## config.mk

```make
export PLATFORM = sky130hd
export DESIGN_NAME = vec_mem_sequencer
export DESIGN_NICKNAME = d
export VERILOG_FILES = /design/src/rtl/vec_mem_sequencer.sv
export SDC_FILE = /design/constraint.sdc
export NUM_CORES = 1
export LEC_CHECK = 0
export BUFFER_PORTS_ARGS = -buffer_cell sky130_fd_sc_hd__buf_2
export CORE_ASPECT_RATIO = 2
export CORE_MARGIN = 2
export CORE_UTILIZATION = 60
export DETAILED_ROUTE_END_ITERATION = 6
export PLACE_DENSITY = 0.94
export SLEW_MARGIN = 20
export SYNTH_ARGS = -nofsm -noshare
export SYNTH_HDL_FRONTEND = slang
export SYNTH_SLANG_ARGS = --single-unit
```

## constraint.sdc

```tcl
create_clock -name clk -period 6.3 [get_ports clk]
set_input_delay 1.26 -clock clk [delete_from_list [all_inputs] [get_ports clk]]
set_output_delay 1.26 -clock clk [all_outputs]
set_load 0.1 [all_outputs]
```

## src/rtl/vec_mem_sequencer.sv

```systemverilog
// vec_mem_sequencer: control FSM for the memory-to-memory vector datapath.
// Walks len elements: reads A[i] and B[i] from a single-port memory, applies
// op (add / sub / and / or) and writes C[i]. Three cycles per element.
// Ports:
//   clk, reset              clock, synchronous active-high reset
//   start, op, src_a, src_b, dst, len
//                           command; sampled only in IDLE or DONE
//   mem_addr, mem_rd, mem_wr, mem_wdata, mem_rdata
//                           memory port (1-cycle read latency)
//   busy, Done, cycle_count status and busy-cycle count of the last command
module vec_mem_sequencer #(
    parameter int unsigned ADDR_W = 16,
    parameter int unsigned DATA_W = 16,
    parameter int unsigned LEN_W  = 8,
    parameter int unsigned CNT_W  = 32
) (
    input  logic              clk,
    input  logic              reset,
    input  logic              start,
    input  logic [1:0]        op,
    input  logic [ADDR_W-1:0] src_a,
    input  logic [ADDR_W-1:0] src_b,
    input  logic [ADDR_W-1:0] dst,
    input  logic [LEN_W-1:0]  len,
    output logic [ADDR_W-1:0] mem_addr,
    output logic              mem_rd,
    output logic              mem_wr,
    output logic [DATA_W-1:0] mem_wdata,
    input  logic [DATA_W-1:0] mem_rdata,
    output logic              busy,
    output logic              Done,
    output logic [CNT_W-1:0]  cycle_count
);

    typedef enum logic [2:0] {
        S_IDLE,
        S_RD_A,
        S_RD_B,
        S_WR,
        S_DONE
    } state_t;

    state_t             state;
    state_t             state_nxt;

    logic [1:0]         op_q;
    logic [ADDR_W-1:0]  src_a_q;
    logic [ADDR_W-1:0]  src_b_q;
    logic [ADDR_W-1:0]  dst_q;
    logic [LEN_W-1:0]   len_q;
    logic [LEN_W-1:0]   idx;
    logic [DATA_W-1:0]  a_reg;

    logic               accept_c;
    logic               last_c;

    assign accept_c = ((state == S_IDLE) || (state == S_DONE)) && start;
    assign last_c   = (idx == (len_q - LEN_W'(1)));

    // State register
    always_ff @(posedge clk) begin
        if (reset) begin
            state <= S_IDLE;
        end else begin
            state <= state_nxt;
        end
    end

    // Next-state logic
    always_comb begin
        state_nxt = state;
        case (state)
            S_IDLE, S_DONE: begin
                if (start) begin
                    state_nxt = (len == '0) ? S_DONE : S_RD_A;
                end
            end
            S_RD_A:  state_nxt = S_RD_B;
            S_RD_B:  state_nxt = S_WR;
            S_WR:    state_nxt = last_c ? S_DONE : S_RD_A;
            default: state_nxt = S_IDLE;
        endcase
    end

    // Outputs decoded from state/index; strobes are suppressed while reset is
    // asserted so an abort never lands a write on the reset edge.
    always_comb begin
        mem_addr  = '0;
        mem_rd    = 1'b0;
        mem_wr    = 1'b0;
        mem_wdata = '0;
        busy      = 1'b0;
        Done      = 1'b0;
        case (state)
            S_RD_A: begin
                mem_addr = src_a_q + ADDR_W'(idx);
                mem_rd   = ~reset;
                busy     = 1'b1;
            end
            S_RD_B: begin
                mem_addr = src_b_q + ADDR_W'(idx);
                mem_rd   = ~reset;
                busy     = 1'b1;
            end
            S_WR: begin
                mem_addr = dst_q + ADDR_W'(idx);
                mem_wr   = ~reset;
                busy     = 1'b1;
                case (op_q)
                    2'b00:   mem_wdata = a_reg + mem_rdata;
                    2'b01:   mem_wdata = a_reg - mem_rdata;
                    2'b10:   mem_wdata = a_reg & mem_rdata;
                    default: mem_wdata = a_reg | mem_rdata;
                endcase
            end
            S_DONE: Done = 1'b1;
            default: ;
        endcase
    end

    // Command capture, element index, A operand and busy-cycle counter
    always_ff @(posedge clk) begin
        if (reset) begin
            op_q        <= '0;
            src_a_q     <= '0;
            src_b_q     <= '0;
            dst_q       <= '0;
            len_q       <= '0;
            idx         <= '0;
            a_reg       <= '0;
            cycle_count <= '0;
        end else begin
            if (accept_c) begin
                op_q    <= op;
                src_a_q <= src_a;
                src_b_q <= src_b;
                dst_q   <= dst;
                len_q   <= len;
                idx     <= '0;
            end else if ((state == S_WR) && !last_c) begin
                idx <= idx + LEN_W'(1);
            end

            // A[i] read in RD_A arrives during RD_B
            if (state == S_RD_B) begin
                a_reg <= mem_rdata;
            end

            if (accept_c) begin
                cycle_count <= '0;
            end else if (busy) begin
                cycle_count <= cycle_count + CNT_W'(1);
            end
        end
    end

endmodule

```

==> impl_metrics.ini, run 1 <==
[global_routing]
antenna_found_initial = 0
grt_max_degree = 66
overflow = 0
grt_pass1_wl_um = 30600
grt_pass1_vias = 6629
gr-usage-all-layers_pct = 30.3

[synthesis]
syn-cell-area_mm2 = 0.00703
synth-seq-area-share_pct = 33.3
synthArstFlopShare_pct = 0
synth_edf_count = 0
syn_area_per_cell_um2 = 7.48
syn_inst = 940
synth.net_count = 1048
ys_ff_latch = 117
synth_cell_types = 62
yosysWarnings = 0
synthFlopType = dfxtp_1

[floorplanning]
io_pins = 145
initial_core_util_pct = 60.8
die_area_mm2 = 0.0127
row_count = 56
coreArea_mm2 = 0.0116
die-width_um = 80.6
die_height_um = 157

[setup_path]
end_kind = primary output
rrSetupSlack_ns = 3.24
r2r_end = cycle_count[3]
crit_required_ns = 5.04
reg2reg_from = state[0]
crit_type = in -> out
start_kind = primary input
cp_max_fo = 8
cp_data_arrival_time_ns = 4.63
r2r_cells = 6

[drt]
wl_per_cell_um = 15.7
first_iter_violations = 627
drc = 0
via_per_inst = 5.90
ant_nets = 0
first_pass_iters = 5
vias = 7154
totalWireLength_um = 19000

[layout]
largest-register = cycle_count
final_nets = 1163
final_core_util_pct = 72.7
drive_above_1_share_pct = 19.6
syn2layout_area_growth_pct = 19.5
fillers = 908
fin_area_mm2 = 0.00840
largest_reg_flops = 32
diodes = 0
final_cell_count_no_fill = 1213

[power]
p_leak_nw = 3.48
peakVddDrop_mv = 0.265
power.total_mw = 2.49
power_density_mw_per_mm2 = 296

[clock_network]
clk_pin_slew_ns = 0.05
cts_inserted_buffers = 17
cts_max_level = 4
post_cts_resized = 0
cts_buffer_depth = 2
cts.sinks = 117
ctsHoldBuffers = 0
tritoncts = built
root_buffer = clkbuf_16
clk_latency_ns = 0.41
cts_setup_buffers = 0

[sta]
setup_tns_ns = 0
finClkSkew_ns = 0.00665
finalSetupViolCount = 0
rsz0062_at_grt = no
tightestPinTransition_ns = 1.10
max-slew-margin-rel_pct = 26.3
finalCritPeriodShare_pct = 93.4
fin_crit_ns = 5.89
finalHoldViolCount = 0
fmaxAchievable_ghz = 0.170
maxSlewViolCount = 0

[worst_hold_path]
hold_start = dst_q[8]
hold_end = dst_q[8]
hold_path_class = reg -> reg
hold_depth = 2

[run_status]
status = finished, final reports clean

[job]
cap_violations = 0

[placement]
gp_congestion = 0.916
portBuffers = 144
post_dp_cell_area_mm2 = 0.00779
dp.cells = 1181
dp_hpwl_um = 13300
==> cells in the mapped netlist, drive strengths merged, types with 2 or more instances <==
library cell	number	area, µm²
o31ai	4	30.0
ha	29	363
nor4	7	71.3
a21oi	111	556
mux2	4	45.0
xor2	43	377
and2	3	18.8
o21ai	54	282
or3	10	62.6
inv	15	58.8
o21bai	2	15.0
nand3	18	90.1
nor4b	3	26.3
o41ai	3	26.3
and3	7	43.8
maj3	7	70.1
xnor2	32	280
nand2b	11	68.8
nand4	11	81.3
buf	13	72.6
o31a	2	17.5
nand4b	2	17.5
a21o	9	67.6
nand2	208	781
nor2	90	343
dfxtp	117	2340
a31oi	3	18.8
fa	2	40.0
clkbuf	41	154
nor3	14	75.1
o21a	4	30.0
mux2i	18	180
nor2b	9	56.3
a311oi	7	61.3
and4	3	26.3
or2	2	12.5
a211oi	9	72.6
==> logic make-up (layout without fill, tap and decap cells) <==
family	after synthesis	after routing	share of synthesized area, %
AO/OA/AOI/OAI	216	216	17.7
flip-flops	117	117	33.3
AND/OR/NAND/NOR	402	402	25.6
adder cells (fa/ha/maj)	38	38	6.72
XOR/XNOR	75	75	9.34
multiplexers	22	22	3.20
buffers and inverters	70	198	4.11
==> placed cells by master (no fill, tap or decap), types with 9 or more instances in the layout <==
cell	instances
xor2_1	43
nor2b_1	9
ha_1	29
a21o_1	9
mux2i_1	18
nand4_1	9
dfxtp_1	117
or3_1	10
o21ai_0	52
inv_1	14
buf_2	144
nand2_1	207
nand2b_1	11
nand3_1	18
nor3_1	13
a21oi_1	111
xnor2_1	32
clkbuf_16	17
nor2_1	87
==> worst max-delay path by stage <==
stage,from,to,slack [ns],cells past startpoint
after floorplan,mem_rdata[2],mem_wdata[15],0.13,15
after global placement,mem_rdata[4],mem_wdata[15],0.58,16
after detailed placement,mem_rdata[4],mem_wdata[15],0.48,16
after CTS,mem_rdata[4],mem_wdata[15],0.48,16
after global routing,mem_rdata[4],mem_wdata[15],0.15,16
final,mem_rdata[4],mem_wdata[15],0.41,16
==> through the flow <==
stage / hold slack (ns) / worst slack [ns]
CTS: 0.453 / 0.483
floorplan: 0.433 / 0.130
detailed placement: 0.446 / 0.475
finish: 0.454 / 0.414
global placement: 0.441 / 0.580
global route: 0.473 / 0.151
==> power by group <==
part	internal [mW]	switching, mW
logic	0.200	0.455
registers	0.790	0.0458
clock network	0.624	0.371
==> routing by layer <==
metal	share of wire [%]	up-vias	wire, µm	global-route usage (%)
met1	41	3300	7790	38.9
met4	2.9	0	552	13.0
met5	0	-	0	0
met2	49	334	9300	49.9
met3	7.3	59	1380	4.64
li1	-	3461	-	-
==> cell type report <==
cell class | count | area [µm²] | area share, %
well taps | 145 | 181 | 2.16
repair buffers | 150 | 766 | 9.11
flip-flops and latches | 117 | 2340 | 27.9
inverters | 16 | 62.6 | 0.744
clock inverters | 15 | 181 | 2.16
multi-input cells | 753 | 4450 | 52.9
clock buffers | 17 | 425 | 5.06
==> worst max-delay path: stages <==
cell	delay (ns)
buf_2	0.13
nor4_2	0.43
nand2b_1	0.14
nor4_1	0.21
a21oi_1	0.17
nor2_1	0.18
xor2_1	0.17
ha_1	0.32
a21o_1	0.21
a211oi_1	0.31
o2bb2ai_1	0.16
a31oi_1	0.07
xnor2_1	0.15
nor2_1	0.07
a311oi_2	0.18
buf_2	0.47
No activity file was read; power rests on OpenSTA's default activity.
==> run 2, diff against run 1 <==
Settings changed: GPL_TIMING_DRIVEN set to 1, MAX_ROUTING_LAYER set to met4.
==> run 2 against run 1 <==
Worst hold slack lost 0.0011 ns. Non-clock buffer count grew 1. Flip-flop and latch count is the same. Global-route usage grew 0.95 points. Sequential share of layout area shrank 0.11 points. Power grew 1.5%. Count of clock-buffer cells in the layout is the same.
==> impl_metrics.ini, run 2 (same netlist as run 1, synthesis figures left out) <==
[power]
swShare_pct = 34.5
seqPwrFrac_pct = 33.1
power.switching_mw = 0.870
peakVddDrop_mv = 0.266
power_density_mw_per_mm2 = 299
pwr-share-comb_pct = 26.1
p_int_mw = 1.65
p_clk_share_pct = 40.8
p_leak_nw = 3.50

[setup_path]
timing.critical_path.buf_inv = 2
r2r_cells = 9
start_kind = primary input
worst_path_largest_cell_delay_ns = 0.48
crit_family = compound AO/OA/AOI/OAI gates
cp_data_arrival_time_ns = 4.70
critical_path.cell_chain = buf_2 > nor4_2 > nand2b_1 > nor4_1 > a21oi_1 > nor2_1 > xor2_1 > ha_1 > a21o_1 > a211oi_1 > o2bb2ai_1 > a31oi_1 > xnor2_1 > nor2_1 > a311oi_2 > buf_2
path_depth = 16
crit_required_ns = 5.04
cp_slowest_cell = buf_2
cp_max_fo = 8
end_kind = primary output
crit_type = in -> out

[global_routing]
grt_pass1_vias = 6710
grt_util_met3_pct = 5.85
grt_pass1_wl_um = 30800
overflow = 0
use_met2_pct = 50.1
grt_max_degree = 66
gr-usage-met1_pct = 37.9
antenna_found_initial = 0
busiest_layer = met2
gr-usage-all-layers_pct = 31.3

[clock_network]
clk_latency_ns = 0.42
cts_buffer_depth = 2
tritoncts = built
root_buffer = clkbuf_16
cts_inserted_buffers = 17
cts.sinks = 117
cts_setup_buffers = 0
post_cts_resized = 0
ctsHoldBuffers = 0
cts_max_level = 4
clk_pin_slew_ns = 0.05

[layout]
final_common_cell = nand2_1
largest_reg_flops = 32
drive_above_1_share_pct = 19.6
fillers = 895
layout_common_cells = nand2_1 (207), buf_2 (144), dfxtp_1 (117), a21oi_1 (111), nor2_1 (87)
largest-register = cycle_count
syn2layout_area_growth_pct = 19.9
diodes = 0
final_nets = 1164

[floorplanning]
io_pins = 145
die-width_um = 80.6
die_height_um = 157
die_area_mm2 = 0.0127
row_count = 56
coreArea_mm2 = 0.0116
initial_core_util_pct = 60.8

[sta]
setup_tns_ns = 0
fmaxAchievable_ghz = 0.168
finalCritPeriodShare_pct = 94.5
fin_crit_ns = 5.96
finClkSkew_ns = 0.00656
finalSetupViolCount = 0
finalHoldViolCount = 0
max-slew-margin-rel_pct = 41.3
hold_ws_ns = 0.452
tightestPinTransition_ns = 0.870
rsz0062_at_grt = no
maxSlewViolCount = 0

[worst_hold_path]
hold_path_class = reg -> reg
hold_depth = 2

[placement]
dp_hpwl_um = 13500
portBuffers = 144
gp_congestion = 0.943

[drt]
vias = 7166
first_pass_iters = 5
via_per_inst = 5.90
wl_per_cell_um = 15.9
drc = 0
ant_nets = 0
totalWireLength_um = 19400
first_iter_violations = 644

[job]
cap_violations = 0

[run_status]
status = finished, final reports clean
run 2: power groups by stage:
stage / logic, mW / clock network (mW) / registers, mW
after CTS: 0.651 / 1.03 / 0.835
after floorplan: 0.509 / 0 / 0.844
after detailed placement: 0.645 / 0 / 0.850
final: 0.658 / 1.03 / 0.836
after global routing: 0.716 / 1.06 / 0.841
after global placement: 0.625 / 0 / 0.846
run 2: cell type report:
| type | count | area (µm²) | share of cell area (%) |
|---|---|---|---|
| Multi-Input combinational cell | 753 | 4450 | 52.7 |
| Timing Repair Buffer | 151 | 773 | 9.17 |
| Inverter | 16 | 62.6 | 0.742 |
| Clock inverter | 15 | 205 | 2.43 |
| Sequential cell | 117 | 2340 | 27.8 |
| Clock buffer | 17 | 425 | 5.04 |
| Tap cell | 145 | 181 | 2.15 |
run 2: per-stage QoR:
step                setup WS [ns]  std cells  utilization (%)  power [mW]  area (µm²)
floorplan                   0.130        940                -        1.35        7070
global placement            0.563       1182             67.5        1.47        7800
detailed placement          0.420       1182             67.5        1.49        7800
CTS                         0.404       1214             72.9        2.52        8430
global route               0.0567       1214             73.0        2.62        8440
finish                      0.344       1214             73.0        2.52        8440
run 2: path summary, 6_finish.rpt:
path	from	endpoint	slack (ns)
min	src_b_q[12]	src_b_q[12]	0.45
max	mem_rdata[4]	mem_wdata[15]	0.34
min reg2reg	src_b_q[12]	src_b_q[12]	0.45
max reg2reg	state[0]	cycle_count[29]	3.25
run 2: worst reg2reg max path, stage by stage (launching register included):
cell and delay, ns:
dfxtp_1 0.62, buf_4 0.39, o21ai_4 0.23, inv_4 0.17, and3_1 0.22, nor2b_1 0.48, and4_1 0.42, nand4_1 0.15
xor2_1 0.19, nor2_1 0.05
run 2: layer usage:
layer	up-vias	routed length, µm
li1	3450	-
met1	3313	7840
met2	340	9570
met3	63	1310
met4	0	637
met5	-	0
==> run 3, diff against run 2 <==
Settings changed: CORE_UTILIZATION 60 to 56, PLACE_DENSITY 0.94 to 0.89.
Clock period 6.3 ns to 6.2 ns, I/O delays scaled along.
==> run 3 against run 2 <==
Sequential share of layout area rose by 0.087 points. Critical endpoint unchanged. Power shrank 0.59%. Flip-flop and latch count stayed put. Count of clock-buffer cells in the layout is 1 higher. Wire length fell by 5.0%. Setup slack got worse by 0.13 ns. Via count decreased by 2.5%. Sequential power up 2%.
==> impl_metrics.ini, run 3 (same netlist as run 1, synthesis figures left out) <==
[run_status]
status = finished, final reports clean

[power]
peakVddDrop_mv = 0.243
swShare_pct = 34.6
p_int_mw = 1.64
p_clk_share_pct = 39.9
power.switching_mw = 0.869
pwr-share-comb_pct = 26.2
power.total_mw = 2.51
power_density_mw_per_mm2 = 298
p_leak_nw = 3.48
seqPwrFrac_pct = 33.9

[sta]
rsz0062_at_grt = no
tightestPinTransition_ns = 1.07
fmaxAchievable_ghz = 0.167
hold_ws_ns = 0.458
finalSetupViolCount = 0
maxSlewViolCount = 0
finalHoldViolCount = 0
setup_tns_ns = 0
fin_crit_ns = 5.99
max-slew-margin-rel_pct = 28.3
finClkSkew_ns = 0.0107
finalCritPeriodShare_pct = 96.6

[setup_path]
critical_path.cell_chain = buf_2 > nor4_2 > nand2b_1 > nor4_1 > a21oi_1 > nor2_1 > xor2_1 > ha_1 > a21o_1 > a211oi_1 > o2bb2ai_1 > a31oi_1 > xnor2_1 > nor2_1 > a311oi_2 > buf_2
timing.critical_path.buf_inv = 2
crit_family = compound AO/OA/AOI/OAI gates
reg2reg_from = state[0]
cp_data_arrival_time_ns = 4.75
r2r_cells = 9
start_kind = primary input
crit_required_ns = 4.96
r2r_end = cycle_count[29]
rrSetupSlack_ns = 3.13
worst_path_largest_cell_delay_ns = 0.47
cp_max_fo = 8
endpoint = mem_wdata[15]
crit_type = in -> out
end_kind = primary output
cp_slowest_cell = buf_2
path_depth = 16
cp-startpoint = mem_rdata[4]

[drt]
drc = 0
first_iter_violations = 437
vias = 6986
via_per_inst = 5.74
totalWireLength_um = 18400
first_pass_iters = 5
wl_per_cell_um = 15.1
ant_nets = 0

[clock_network]
cts_setup_buffers = 0
clk_pin_slew_ns = 0.05
cts.sinks = 117
clk_latency_ns = 0.41
cts_max_level = 4
post_cts_resized = 0
cts_buffer_depth = 2
ctsHoldBuffers = 0
cts_inserted_buffers = 17
root_buffer = clkbuf_16
tritoncts = built

[worst_hold_path]
hold_path_class = reg -> reg

[global_routing]
overflow = 0
grt_pass1_wl_um = 30400
antenna_found_initial = 0
grt_max_degree = 62
grt_pass1_vias = 6570
gr-usage-all-layers_pct = 28.0

[placement]
portBuffers = 144
dp_hpwl_um = 13200
gp_congestion = 0.988

[layout]
largest_reg_flops = 32
largest-register = cycle_count
final_common_cell = nand2_1
drive_above_1_share_pct = 19.5
syn2layout_area_growth_pct = 19.6
diodes = 0
final_nets = 1163
fillers = 1027
layout_common_cells = nand2_1 (207), buf_2 (144), dfxtp_1 (117), a21oi_1 (111), nor2_1 (87)

[job]
cap_violations = 0

[floorplanning]
row_count = 58
die-width_um = 83.3
die_height_um = 163
coreArea_mm2 = 0.0124
initial_core_util_pct = 56.7
io_pins = 145
die_area_mm2 = 0.0135
## run 3: cell types whose count changed in the layout (fill, tap and decap cells not counted)
cell,before,now
clkinv_2,2,1
clkinv_4,5,4
buf_4,7,6
inv_6,1,2
clkinvlp_4,3,4
and2_4,1,0
and2_2,0,1
bufinv_16,4,3
clkbuf_1,0,1
## run 3: area by class of cell
type / instances / area (µm²) / share of cell area, %
Multi-Input combinational cell: 753 / 4450 / 52.9
Tap cell: 150 / 188 / 2.23
Clock inverter: 14 / 178 / 2.11
Timing Repair Buffer: 150 / 766 / 9.10
Sequential cell: 117 / 2340 / 27.8
Clock buffer: 18 / 429 / 5.10
Inverter: 16 / 62.6 / 0.744
## run 3: metal layers
metal	up-vias	part of all wire, %	global-route usage (%)	wire, µm
met3	41	6.8	5.58	1250
li1	3447	-	-	-
met2	299	48	44.5	8920
met4	0	2.4	10.4	440
met1	3199	42	35.4	7780
met5	-	0	-	0
## run 3: per-stage QoR
stage / instances / area (µm²) / utilization (%) / setup slack [ns]
final: 1218 / 8410 / 67.8 / 0.210
after global routing: 1218 / 8410 / 67.8 / 0.00159
after CTS: 1218 / 8410 / 67.8 / 0.290
after detailed placement: 1186 / 7800 / 62.9 / 0.394
after global placement: 1186 / 7800 / 62.9 / 0.471
after floorplan: 940 / 7070 / - / 0.0696
## run 3: worst min path at each step
stage           startpoint          end  slack (ns)  depth (start not counted)
4_1_cts         src_b_q[7]   src_b_q[7]        0.45                          2
3_5_place_dp    src_b_q[7]   src_b_q[7]        0.45                          2
6_report       src_a_q[13]  src_a_q[13]        0.46                          2
3_3_place_gp      dst_q[9]     dst_q[9]        0.44                          2
2_1_floorplan    dst_q[10]    dst_q[10]        0.43                          2
5_1_grt           dst_q[6]     dst_q[6]        0.47                          2
## run 3: power by group through the flow
stage | logic [mW] | registers (mW) | clock network (mW)
6_report | 0.659 | 0.850 | 1.00
5_1_grt | 0.718 | 0.857 | 1.05
4_1_cts | 0.655 | 0.849 | 1.01
3_5_place_dp | 0.650 | 0.864 | 0
3_3_place_gp | 0.634 | 0.862 | 0
2_1_floorplan | 0.518 | 0.858 | 0
## run 3: worst min-delay path, delay by kind of cell (launching register included)
| family | cells | cell delay (ns) |
|---|---|---|
| AND/OR/NAND/NOR | 1 | 0.05 |
| flip-flops | 1 | 0.31 |
| AO/OA/AOI/OAI | 1 | 0.05 |
